File: src/rtl/lane_unstriper_pkg.sv
// lane_unstriper_pkg: shared PHY lane defaults, skip-mode encoding and serializer states
package lane_unstriper_pkg;
    localparam int DEF_NUM_LANES = 4;
    localparam int DEF_DATA_W    = 8;
    typedef enum logic {MODE_FULL = 1'b0, MODE_SKIP = 1'b1} mode_e;
    typedef enum logic {IDLE = 1'b0, SER = 1'b1} state_e;
endpackage

File: src/rtl/lane_unstriper_lane_pick.sv
// lane_pick: lowest set bit of a lane mask at or above a start index
module lane_pick
    import lane_unstriper_pkg::*;
#(
    parameter int NUM_LANES = DEF_NUM_LANES
) (
    input  logic [NUM_LANES-1:0]         mask_i,
    input  logic [$clog2(NUM_LANES)-1:0] start_i,
    output logic [$clog2(NUM_LANES)-1:0] idx_o,
    output logic                         found_o
);
    always_comb begin
        idx_o   = '0;
        found_o = 1'b0;
        for (int i = NUM_LANES - 1; i >= 0; i--) begin
            if (mask_i[i] && i >= int'(start_i)) begin
                idx_o   = ($clog2(NUM_LANES))'(i);
                found_o = 1'b1;
            end
        end
    end
endmodule

File: src/rtl/lane_unstriper.sv
// lane_unstriper: N-lane frame to serial byte stream with two-entry frame buffer and optional invalid-lane skipping
module lane_unstriper
    import lane_unstriper_pkg::*;
#(
    parameter int NUM_LANES = DEF_NUM_LANES,
    parameter int DATA_W    = DEF_DATA_W
) (
    input  logic                        clk,
    input  logic                        reset,
    input  logic [NUM_LANES*DATA_W-1:0] in_data,
    input  logic [NUM_LANES-1:0]        in_lane_valid,
    input  logic                        in_load,
    input  logic                        skip_mode,
    output logic                        in_ready,
    output logic [DATA_W-1:0]           out,
    output logic                        validout,
    output logic                        busy
);
    localparam int IDX_W = $clog2(NUM_LANES);

    state_e                      state_q, state_d;
    logic [NUM_LANES*DATA_W-1:0] act_data_q, act_data_d, pend_data_q, pend_data_d;
    logic [NUM_LANES-1:0]        act_vld_q, act_vld_d, pend_vld_q, pend_vld_d, load_vld;
    mode_e                       act_mode_q, act_mode_d, pend_mode_q, pend_mode_d, load_mode;
    logic                        pend_full_q, pend_full_d;
    logic [IDX_W-1:0]            idx_q, idx_d, nxt_idx, first_idx;
    logic [DATA_W-1:0]           out_q, out_d;
    logic                        validout_q, validout_d;
    logic                        nxt_found, first_found, cur_vld, last, done;
    logic                        accept, free, take_pend, load_act, load_pend;

    assign in_ready  = !pend_full_q;
    assign busy      = state_q == SER;
    assign out       = out_q;
    assign validout  = validout_q;
    assign accept    = in_load && in_ready;
    assign cur_vld   = act_vld_q[idx_q];
    assign last      = idx_q == IDX_W'(NUM_LANES - 1) || (act_mode_q == MODE_SKIP && !nxt_found);
    assign done      = busy && last;
    assign free      = !busy || done;
    assign take_pend = free && pend_full_q;
    assign load_act  = free && (pend_full_q || accept);
    // A new frame lands in pending when active stays occupied, including when pending itself is promoted.
    assign load_pend = accept && (take_pend || !free);
    assign load_vld  = pend_full_q ? pend_vld_q : in_lane_valid;
    assign load_mode = pend_full_q ? pend_mode_q : mode_e'(skip_mode);

    lane_pick #(.NUM_LANES(NUM_LANES)) u_pick_next (
        .mask_i (act_vld_q),
        .start_i(idx_q + 1'b1),
        .idx_o  (nxt_idx),
        .found_o(nxt_found)
    );

    lane_pick #(.NUM_LANES(NUM_LANES)) u_pick_first (
        .mask_i (load_vld),
        .start_i('0),
        .idx_o  (first_idx),
        .found_o(first_found)
    );

    always_comb begin
        state_d     = state_q;
        act_data_d  = act_data_q;
        act_vld_d   = act_vld_q;
        act_mode_d  = act_mode_q;
        pend_data_d = load_pend ? in_data : pend_data_q;
        pend_vld_d  = load_pend ? in_lane_valid : pend_vld_q;
        pend_mode_d = load_pend ? mode_e'(skip_mode) : pend_mode_q;
        pend_full_d = load_pend || (pend_full_q && !take_pend);
        idx_d       = idx_q;
        out_d       = busy && cur_vld ? act_data_q[idx_q*DATA_W +: DATA_W] : '0;
        validout_d  = busy && cur_vld;
        if (busy)
            idx_d = act_mode_q == MODE_SKIP ? nxt_idx : idx_q + 1'b1;
        if (load_act) begin
            state_d    = SER;
            act_data_d = pend_full_q ? pend_data_q : in_data;
            act_vld_d  = load_vld;
            act_mode_d = load_mode;
            idx_d      = load_mode == MODE_SKIP && first_found ? first_idx : '0;
        end else if (done) begin
            state_d = IDLE;
            idx_d   = '0;
        end
    end

    always_ff @(posedge clk or posedge reset) begin
        if (reset) begin
            state_q     <= IDLE;
            act_data_q  <= '0;
            act_vld_q   <= '0;
            act_mode_q  <= MODE_FULL;
            pend_data_q <= '0;
            pend_vld_q  <= '0;
            pend_mode_q <= MODE_FULL;
            pend_full_q <= 1'b0;
            idx_q       <= '0;
            out_q       <= '0;
            validout_q  <= 1'b0;
        end else begin
            state_q     <= state_d;
            act_data_q  <= act_data_d;
            act_vld_q   <= act_vld_d;
            act_mode_q  <= act_mode_d;
            pend_data_q <= pend_data_d;
            pend_vld_q  <= pend_vld_d;
            pend_mode_q <= pend_mode_d;
            pend_full_q <= pend_full_d;
            idx_q       <= idx_d;
            out_q       <= out_d;
            validout_q  <= validout_d;
        end
    end
endmodule

File: config.mk
export PLATFORM = sky130hd
export DESIGN_NAME = lane_unstriper
export DESIGN_NICKNAME = d
export VERILOG_FILES = /design/src/rtl/lane_unstriper_pkg.sv /design/src/rtl/lane_unstriper_lane_pick.sv /design/src/rtl/lane_unstriper.sv
export SDC_FILE = /design/constraint.sdc
export NUM_CORES = 1
export LEC_CHECK = 0
export ABC_AREA = 1
export CORE_AREA = 2 2 91 93
export CTS_BUF_LIST = sky130_fd_sc_hd__clkbuf_4 sky130_fd_sc_hd__clkbuf_8
export DETAILED_ROUTE_END_ITERATION = 10
export DIE_AREA = 0 0 93 95
export GPL_TIMING_DRIVEN = 0
export PLACE_DENSITY = 0.91
export SLEW_MARGIN = 20
export SYNTH_ARGS = -nofsm -noshare
export SYNTH_HDL_FRONTEND = slang
export SYNTH_SLANG_ARGS = --single-unit
File: constraint.sdc
create_clock -name clk -period 4.1 [get_ports clk]
set_input_delay 1.025 -clock clk [delete_from_list [all_inputs] [get_ports clk]]
set_output_delay 1.025 -clock clk [all_outputs]
set_load 0.01 [all_outputs]
==> results.toml, run 1 <==
[critical_path]
worstPathMaxFanout = 10
critPathKind = "reg2out"
worst-path-buf-inv = 3
start_kind = "flop"
critical_path_required_ps = 3070
crit_slowest_cell = "clkdlybuf4s50_1"
crit_chain = "buf_4 > inv_1 > clkdlybuf4s50_1"
end_kind = "output port"
critical_path.top_delay_family = "buffers and inverters"
max_stage_delay_ps = 570
arrival_ps = 1630
startpoint = "pend_full_q$_DFF_PP0_"
crit-reg2reg-launch = "idx_q[0]$_DFFE_PP0P_"

[placement]
placedCellCount = 678
place_congestion = 0.877
place_area_um2 = 5060
post-dp-hpwl_mm = 7.29
port_buffers = 50

[synth]
synth_area_um2 = 4400
synth-seq-area-share = 0.495
postSynthAreaPerCell_um2 = 8.43
ys_types = 23
synthCells = 522
synth_nets = 565
ys_seq_elements = 87
yosysWarnings = 0

[pwr]
powerDensity_nw_per_um2 = 825
p_leak_nw = 2.61
peakVddDrop_mv = 0.366
power.total_mw = 4.38

[global_route]
grt_pass1_wl_mm = 17.2
antenna_found_initial = 0
grt_pass1_vias = 3706
grt_max_degree = 59
grt_use_total = 0.252
overflow = 0

[floorplanning]
start_util = 0.555
die_h_um = 95
core_um2 = 7930
dieArea_um2 = 8840
rows = 33
die_x_um = 93
ios = 51

[sta]
finalHoldViolCount = 0
fin_crit_ps = 2660
post-route-period-util = 0.649
finalClockSkew_ps = 7.60
maxSlewViolCount = 0
rsz0062_at_grt = "no"
tightest_slew_ps = 474
max_slew_margin = 0.684
maxClockFrequency_ghz = 0.376
setup_viol = 0

[cells_and_area]
drive_above_1_share = 0.192
antenna_cells = 0
syn_to_final_growth_pct = 20.6
final_cell_area_um2 = 5310
nNetsFinal = 627
stdcell_count = 694

[routing]
drtIter0Drc = 262
routed_wl_mm = 10.2
vias_per_cell = 5.35
wire_per_inst_um = 14.7
vias = 3715
dr.pass1.iters = 5
antenna_left = 0
drc = 0

[clock_tree]
post_cts_resized = 0
clk-insertion-delay-late_ps = 370
cts_sinks = 87
cts_setup_buffers = 0
holdBufCountCts = 0
clkTransAtPathRegs_ps = 90
max-clock-path-buffers = 2
cts_buffers = 9
clock-root-buffer = "clkbuf_8"
tritoncts = "yes"
cts.htree.levels = 3

[min_path]
hp-class = "reg2reg"
hp-start = "act_data_q[0]$_DFFE_PP0P_"

[job]
cap_violations = 0

[status]
run_status = "complete, no violations"
cell families after synthesis:
kind of cell	synth area share
compound gates	0.194
mux	0.00228
fa+ha+maj	0.00854
flops	0.495
buf+inv	0.108
simple gates	0.192
tightest hold or removal path, cell delays in order (launching register included):
cell	delay, ps
dfrtp_1	340
nand2_1	60
nand2_1	60
per-stage QoR:
stage	util	setup TNS, ps	hold slack, ps	setup WS [ps]
2_1_floorplan	-	0	444	825
3_3_place_gp	0.634	-35230	462	-409
3_5_place_dp	0.638	0	472	1710
4_1_cts	0.669	0	493	1430
5_1_grt	0.669	0	518	1370
6_report	0.669	0	491	1440
layer usage:
layer,global-route usage,vias up,wire [um]
met3,0.0327,27,470
met4,0.130,0,305
met5,0,-,0
met2,0.425,127,4990
met1,0.321,1795,4410
li1,-,1766,-
cells in the mapped netlist:
| library cell | count | area (um2) |
|---|---|---|
| inv_4 | 1 | 6.26 |
| nand3_1 | 5 | 25.0 |
| nor2_1 | 9 | 33.8 |
| dfrtp_1 | 87 | 2180 |
| buf_2 | 7 | 35.0 |
| buf_6 | 12 | 135 |
| nand2_4 | 1 | 11.3 |
| o21ai_1 | 3 | 15.0 |
| a21oi_1 | 19 | 95.1 |
| ha_1 | 3 | 37.5 |
| inv_2 | 2 | 7.51 |
| buf_4 | 2 | 15.0 |
| nand2_2 | 20 | 125 |
| o211ai_1 | 8 | 60.1 |
| inv_1 | 66 | 248 |
| nand4_1 | 3 | 18.8 |
| nor2_2 | 1 | 6.26 |
| mux2i_1 | 1 | 10.0 |
| clkbuf_1 | 8 | 30.0 |
| nand2_1 | 161 | 604 |
| nand3_2 | 2 | 20.0 |
| o21ai_2 | 47 | 412 |
| o21ai_0 | 54 | 270 |
where the power goes:
part           leakage (nW)  total [mW]  internal, mW  switching, mW
Sequential             1.10        1.46          1.25          0.217
Clock                 0.122       0.732         0.419          0.313
Combinational          1.39        2.18         0.826           1.35
Total                  2.61        4.38          2.49           1.88
final cells by class:
cell class	count	area (um2)
clock inverters	6	108
multi-input cells	337	1740
flip-flops and latches	87	2180
fillers	636	2620
repair buffers	51	528
clock buffers	10	138
inverters	69	264
plain buffers	29	215
well taps	105	131
cells in the final DEF, fill, tap and decap left out, types with 2 or more instances in the layout:
master | netlist | routed
nand2_1 | 161 | 161
dfrtp_1 | 87 | 87
inv_1 | 66 | 65
o21ai_0 | 54 | 54
clkdlybuf4s50_1 | 0 | 50
o21ai_2 | 47 | 47
nand2_2 | 20 | 20
a21oi_1 | 19 | 19
buf_6 | 12 | 12
clkbuf_8 | 0 | 10
nor2_1 | 9 | 9
clkbuf_1 | 8 | 8
o211ai_1 | 8 | 8
buf_2 | 7 | 7
nand3_1 | 5 | 5
nand4_1 | 3 | 3
o21ai_1 | 3 | 3
ha_1 | 3 | 3
bufinv_16 | 0 | 3
inv_2 | 2 | 2
buf_4 | 2 | 2
nand3_2 | 2 | 2
inv_4 | 1 | 2
clkinv_2 | 0 | 2
registers in the layout (all words and copies together) (netlist names), 2 cells and up:
name and count:
pend_vld_q 4, act_data_q 32, pend_data_q 32, act_vld_q 4
idx_q 2, out 8
path summary, 6_finish.rpt:
| kind | to | slack, ps | cells past startpoint |
|---|---|---|---|
| min | act_data_q[0]$_DFFE_PP0P_ | 490 | 2 |
| min reg2reg | act_data_q[0]$_DFFE_PP0P_ | 490 | 2 |
| max in group asynchronous | out[0]$_DFF_PP0_ | 2470 | 3 |
| max | in_ready | 1440 | 3 |
| min in group asynchronous | pend_full_q$_DFF_PP0_ | 1010 | 2 |
| max reg2reg | pend_data_q[3]$_DFFE_PP0P_ | 1880 | 12 |
No activity file was read; power rests on OpenSTA's default activity.
==> inputs of run 2 (changes only) <==
- clock period: 4.1 -> 2.78 ns (I/O delays scaled with it)
==> run 2 against run 1 <==
Effect of this change:
- highest routed layer unchanged
- sequential power is 48% higher
- total power is 43% higher
- largest power group unchanged
- wire length is 0.47% higher
- cell area is 0.57% lower
==> results.toml, run 2 (synthesized netlist as in run 1, its figures left out) <==
[placement]
place_area_um2 = 5070
place_congestion = 0.867
port_buffers = 50
post-dp-hpwl_mm = 7.67

[clock_tree]
max-clock-path-buffers = 2
cts_setup_buffers = 0
cts_buffers = 9
cts_sinks = 87
clk-insertion-delay-late_ps = 350
post_cts_resized = 0
cts.htree.levels = 3
clock-root-buffer = "clkbuf_8"
clkTransAtPathRegs_ps = 80
tritoncts = "yes"
holdBufCountCts = 0

[floorplanning]
core_um2 = 7930
start_util = 0.555
die_h_um = 95
ios = 51
dieArea_um2 = 8840
rows = 33
die_x_um = 93

[sta]
tightest_slew_ps = 710
setup_viol = 0
max_slew_margin = 0.526
rsz0062_at_grt = "no"
fin_crit_ps = 2320
setup_tns_ps = 0
finalClockSkew_ps = 8.25
finalHoldViolCount = 0
maxSlewViolCount = 0
post-route-period-util = 0.835
maxClockFrequency_ghz = 0.431

[pwr]
powerDensity_nw_per_um2 = 1190
internal_power_mw = 3.53
switching_share = 0.438
clkPwrFrac = 0.143
pwr-share-comb = 0.512
p_switching_mw = 2.75
pwr-share-seq = 0.345
p_leak_nw = 2.59
peakVddDrop_mv = 0.539

[routing]
drtIter0Drc = 273
routed_wl_mm = 10.2
vias_per_cell = 5.28
drc = 0
antenna_left = 0
wire_per_inst_um = 14.7
vias = 3667
dr.pass1.iters = 4

[cells_and_area]
n_fill_cell = 628
nNetsFinal = 628
syn_to_final_growth_pct = 19.9
drive_above_1_share = 0.192
mostFrequentLayoutCell = "nand2_1"
final_cell_mix = "161 x nand2_1, 87 x dfrtp_1, 65 x inv_1, 54 x o21ai_0, 50 x clkdlybuf4s50_1"
fin_util = 0.665
antenna_cells = 0
final_cell_area_um2 = 5280

[critical_path]
start_kind = "flop"
critical_path.top_delay_family = "buffers and inverters"
critical_path_required_ps = 2090
ff2ff_path_depth = 12
crit-reg2reg-launch = "idx_q[0]$_DFFE_PP0P_"
critPathCapture = "in_ready"
crit_slowest_cell = "clkdlybuf4s50_1"
crit_chain = "buf_4 > inv_1 > clkdlybuf4s50_1"
max_stage_delay_ps = 570
rrSetupSlack_ps = 590
cp.depth = 3
startpoint = "pend_full_q$_DFF_PP0_"
critPathKind = "reg2out"
worst-path-buf-inv = 3
end_kind = "output port"
arrival_ps = 1630
worstPathMaxFanout = 10
r2r_end = "pend_data_q[0]$_DFFE_PP0P_"

[global_route]
overflow = 0
grt_pass1_wl_mm = 17.4
grt_pass1_vias = 3675
grt_use_total = 0.255
antenna_found_initial = 0
grt_max_degree = 31

[min_path]
hold_depth = 2
hp-class = "reg2reg"

[status]
run_status = "complete, no violations"

[job]
cap_violations = 0
run 2: changes by cell type in the layout (fill, tap and decap cells not counted), sizes merged:
cell,previous run,this run
clkinvlp,1,2
clkbuf,18,20
buf,22,23
bufinv,3,1
clkinv,2,1
inv,69,68
run 2: worst min-delay path by stage:
stage,from,to
after floorplan,act_data_q[31]$_DFFE_PP0P_,act_data_q[31]$_DFFE_PP0P_
after global placement,act_data_q[31]$_DFFE_PP0P_,act_data_q[31]$_DFFE_PP0P_
after detailed placement,act_data_q[31]$_DFFE_PP0P_,act_data_q[31]$_DFFE_PP0P_
after CTS,act_data_q[31]$_DFFE_PP0P_,act_data_q[31]$_DFFE_PP0P_
after global routing,pend_vld_q[0]$_DFFE_PP0P_,pend_vld_q[0]$_DFFE_PP0P_
final,act_data_q[31]$_DFFE_PP0P_,act_data_q[31]$_DFFE_PP0P_
run 2: metal layers:
layer / routed length, um / track usage / vias to the layer above
met5: 0 / 0 / -
met4: 293 / 0.115 / 0
met3: 475 / 0.0383 / 22
met2: 5080 / 0.437 / 97
met1: 4380 / 0.323 / 1777
li1: - / - / 1771
run 2: power by group through the flow:
stage	Clock (mW)	Combinational (mW)	Sequential (mW)
3_5_place_dp	0	3.18	2.18
6_report	0.900	3.21	2.16
2_1_floorplan	0	2.37	2.11
5_1_grt	0.964	3.59	2.22
4_1_cts	0.909	3.19	2.16
3_3_place_gp	0	3.03	2.14
run 2: final cells by class:
class                   instances  area (um2)  area share
plain buffers                  29         215      0.0408
well taps                     105         131      0.0249
clock inverters                 3        42.5     0.00806
repair buffers                 52         541       0.102
flip-flops and latches         87        2180       0.413
inverters                      69         265      0.0503
multi-input cells             337        1740       0.331
clock buffers                  12         159      0.0301
run 2: stage by stage:
step                total power [mW]  cells  hold WS [ps]  setup WS (ps)
global placement                5.18    677           463            189
floorplan                       4.48    522           444            990
CTS                             6.26    694           482            451
detailed placement              5.35    679           462            616
finish                          6.28    694           482            458
global route                    6.78    694           514            367
run 2: worst register-to-register path: cells and delay by family (launching register included):
kind / cells / cell delay, ps
fa+ha+maj: 1 / 310
buf+inv: 4 / 700
simple gates: 6 / 650
flops: 1 / 390
compound gates: 1 / 50
==> inputs of run 3 (changes only) <==
- clock period: 2.78 -> 2.3 ns (I/O delays scaled with it)
==> run 3 against run 2 <==
Effect of this change:
- critical path depth stayed put
- clock power rose by 21%
- utilization grew 0.19 points
- total power is 21% higher
- combinational power increased by 22%
- final cell count rose by 0.29%
- sequential power is 21% higher
- sequential share of layout area decreased by 0.12 points
- largest power group unchanged
- critical path type unchanged
- clock-buffer cell count stayed put
==> results.toml, run 3 (synthesized netlist as in run 1, its figures left out) <==
[status]
run_status = "complete, no violations"

[global_route]
grt_max_degree = 31
antenna_found_initial = 0
grt_pass1_wl_mm = 17.4
overflow = 0
grt_pass1_vias = 3675
grt_use_total = 0.255

[cells_and_area]
final_cell_mix = "161 x nand2_1, 87 x dfrtp_1, 65 x inv_1, 54 x o21ai_0, 50 x clkdlybuf4s50_1"
final_cell_area_um2 = 5290
syn_to_final_growth_pct = 20.3
drive_above_1_share = 0.195
antenna_cells = 0
mostFrequentLayoutCell = "nand2_1"
seq_area_um2 = 2180
multiInputGateArea_um2 = 1740
nNetsFinal = 630
n_fill_cell = 626

[placement]
place_ws_ps = 136
port_buffers = 50
place_congestion = 0.867
place_area_um2 = 5070
post-dp-hpwl_mm = 7.67

[sta]
maxClockFrequency_ghz = 0.453
max_slew_margin = 0.524
finalClockSkew_ps = 8.88
maxSlewViolCount = 0
whs_ps = 485
tightest_slew_ps = 712
setup_viol = 0
fin_crit_ps = 2210
post-route-period-util = 0.961
fin_ws_ps = 90.6
finalHoldViolCount = 0

[pwr]
powerDensity_nw_per_um2 = 1440
peakVddDrop_mv = 0.655
pwr-share-comb = 0.514
p_leak_nw = 2.60
pwr-share-seq = 0.343
clkPwrFrac = 0.144
p_switching_mw = 3.34
internal_power_mw = 4.28
switching_share = 0.438
power.total_mw = 7.62

[routing]
drc = 0
wire_per_inst_um = 14.8
antenna_left = 0
drtIter0Drc = 272
vias_per_cell = 5.35
vias = 3726
routed_wl_mm = 10.3
dr.pass1.iters = 5

[clock_tree]
cts_buffers = 9
clock-root-buffer = "clkbuf_8"
max-clock-path-buffers = 2
clkTransAtPathRegs_ps = 80
cts_sinks = 87
cts.htree.levels = 3
tritoncts = "yes"
clk-insertion-delay-late_ps = 350

[floorplanning]
die_h_um = 95
die_x_um = 93
ios = 51
dieArea_um2 = 8840
start_util = 0.555
core_um2 = 7930
rows = 33

[critical_path]
crit_slowest_cell = "clkdlybuf4s50_1"
max_stage_delay_ps = 570
start_kind = "flop"
crit-reg2reg-launch = "idx_q[0]$_DFFE_PP0P_"
crit_chain = "buf_4 > inv_1 > clkdlybuf4s50_1"
startpoint = "pend_full_q$_DFF_PP0_"
worstPathMaxFanout = 10
critical_path_required_ps = 1730
arrival_ps = 1630
end_kind = "output port"
worst-path-buf-inv = 3
critical_path.top_delay_family = "buffers and inverters"
critPathKind = "reg2out"

[min_path]
hp-start = "act_data_q[31]$_DFFE_PP0P_"
hp-class = "reg2reg"

[job]
cap_violations = 0
## run 3: area by class of cell
cell class / count / share of cell area
inverters: 69 / 0.0501
multi-input cells: 337 / 0.330
well taps: 105 / 0.0248
clock inverters: 3 / 0.00804
repair buffers: 54 / 0.105
clock buffers: 12 / 0.0300
plain buffers: 29 / 0.0412
flip-flops and latches: 87 / 0.412
## run 3: metrics by stage
step	std cells	setup TNS, ps	util
after floorplan	522	0	-
after global placement	677	-14550	0.635
after detailed placement	679	0	0.640
after CTS	694	0	0.665
after global routing	696	-6.61	0.667
final	696	0	0.667
## run 3: power groups by stage
stage / clock network (mW) / logic [mW] / registers (mW)
4_1_cts: 1.10 / 3.86 / 2.60
3_3_place_gp: 0 / 3.67 / 2.59
6_report: 1.09 / 3.92 / 2.61
5_1_grt: 1.17 / 4.37 / 2.68
3_5_place_dp: 0 / 3.84 / 2.63
2_1_floorplan: 0 / 2.86 / 2.55
## run 3: worst paths after layout
| path | endpoint | slack (ps) | cells after the start |
|---|---|---|---|
| setup / recovery | in_ready | 90 | 3 |
| hold / removal | act_data_q[31]$_DFFE_PP0P_ | 480 | 2 |
| setup reg to reg | pend_data_q[6]$_DFFE_PP0P_ | 130 | 12 |
| hold reg to reg | act_data_q[31]$_DFFE_PP0P_ | 480 | 2 |
| max in group asynchronous | act_data_q[1]$_DFFE_PP0P_ | 1040 | 3 |
| min in group asynchronous | pend_full_q$_DFF_PP0_ | 680 | 2 |
## run 3: per-layer routing
layer | track usage | up-vias | routed length [um]
met3 | 0.0383 | 24 | 550
li1 | - | 1777 | -
met5 | 0 | - | 0
met2 | 0.437 | 129 | 5110
met4 | 0.115 | 0 | 301
met1 | 0.323 | 1796 | 4360
## run 3: timing repair
item	in CTS	in global routing
endpoints found under the setup margin	0	18
gates resized for setup	0	1
buffers inserted	0	1
hold buffers	0	0
## run 3: worst reg2reg max path: stages, from the launching register on
cell      delay [ps]
dfrtp_1          350
clkbuf_4         180
inv_1            100
ha_1             300
nand2_1           80
nand2_1          120
nor2_1            70
nor2_2           110
nand4_1          240
buf_6            230
buf_6            140
nand2_1           80
o21ai_2           60
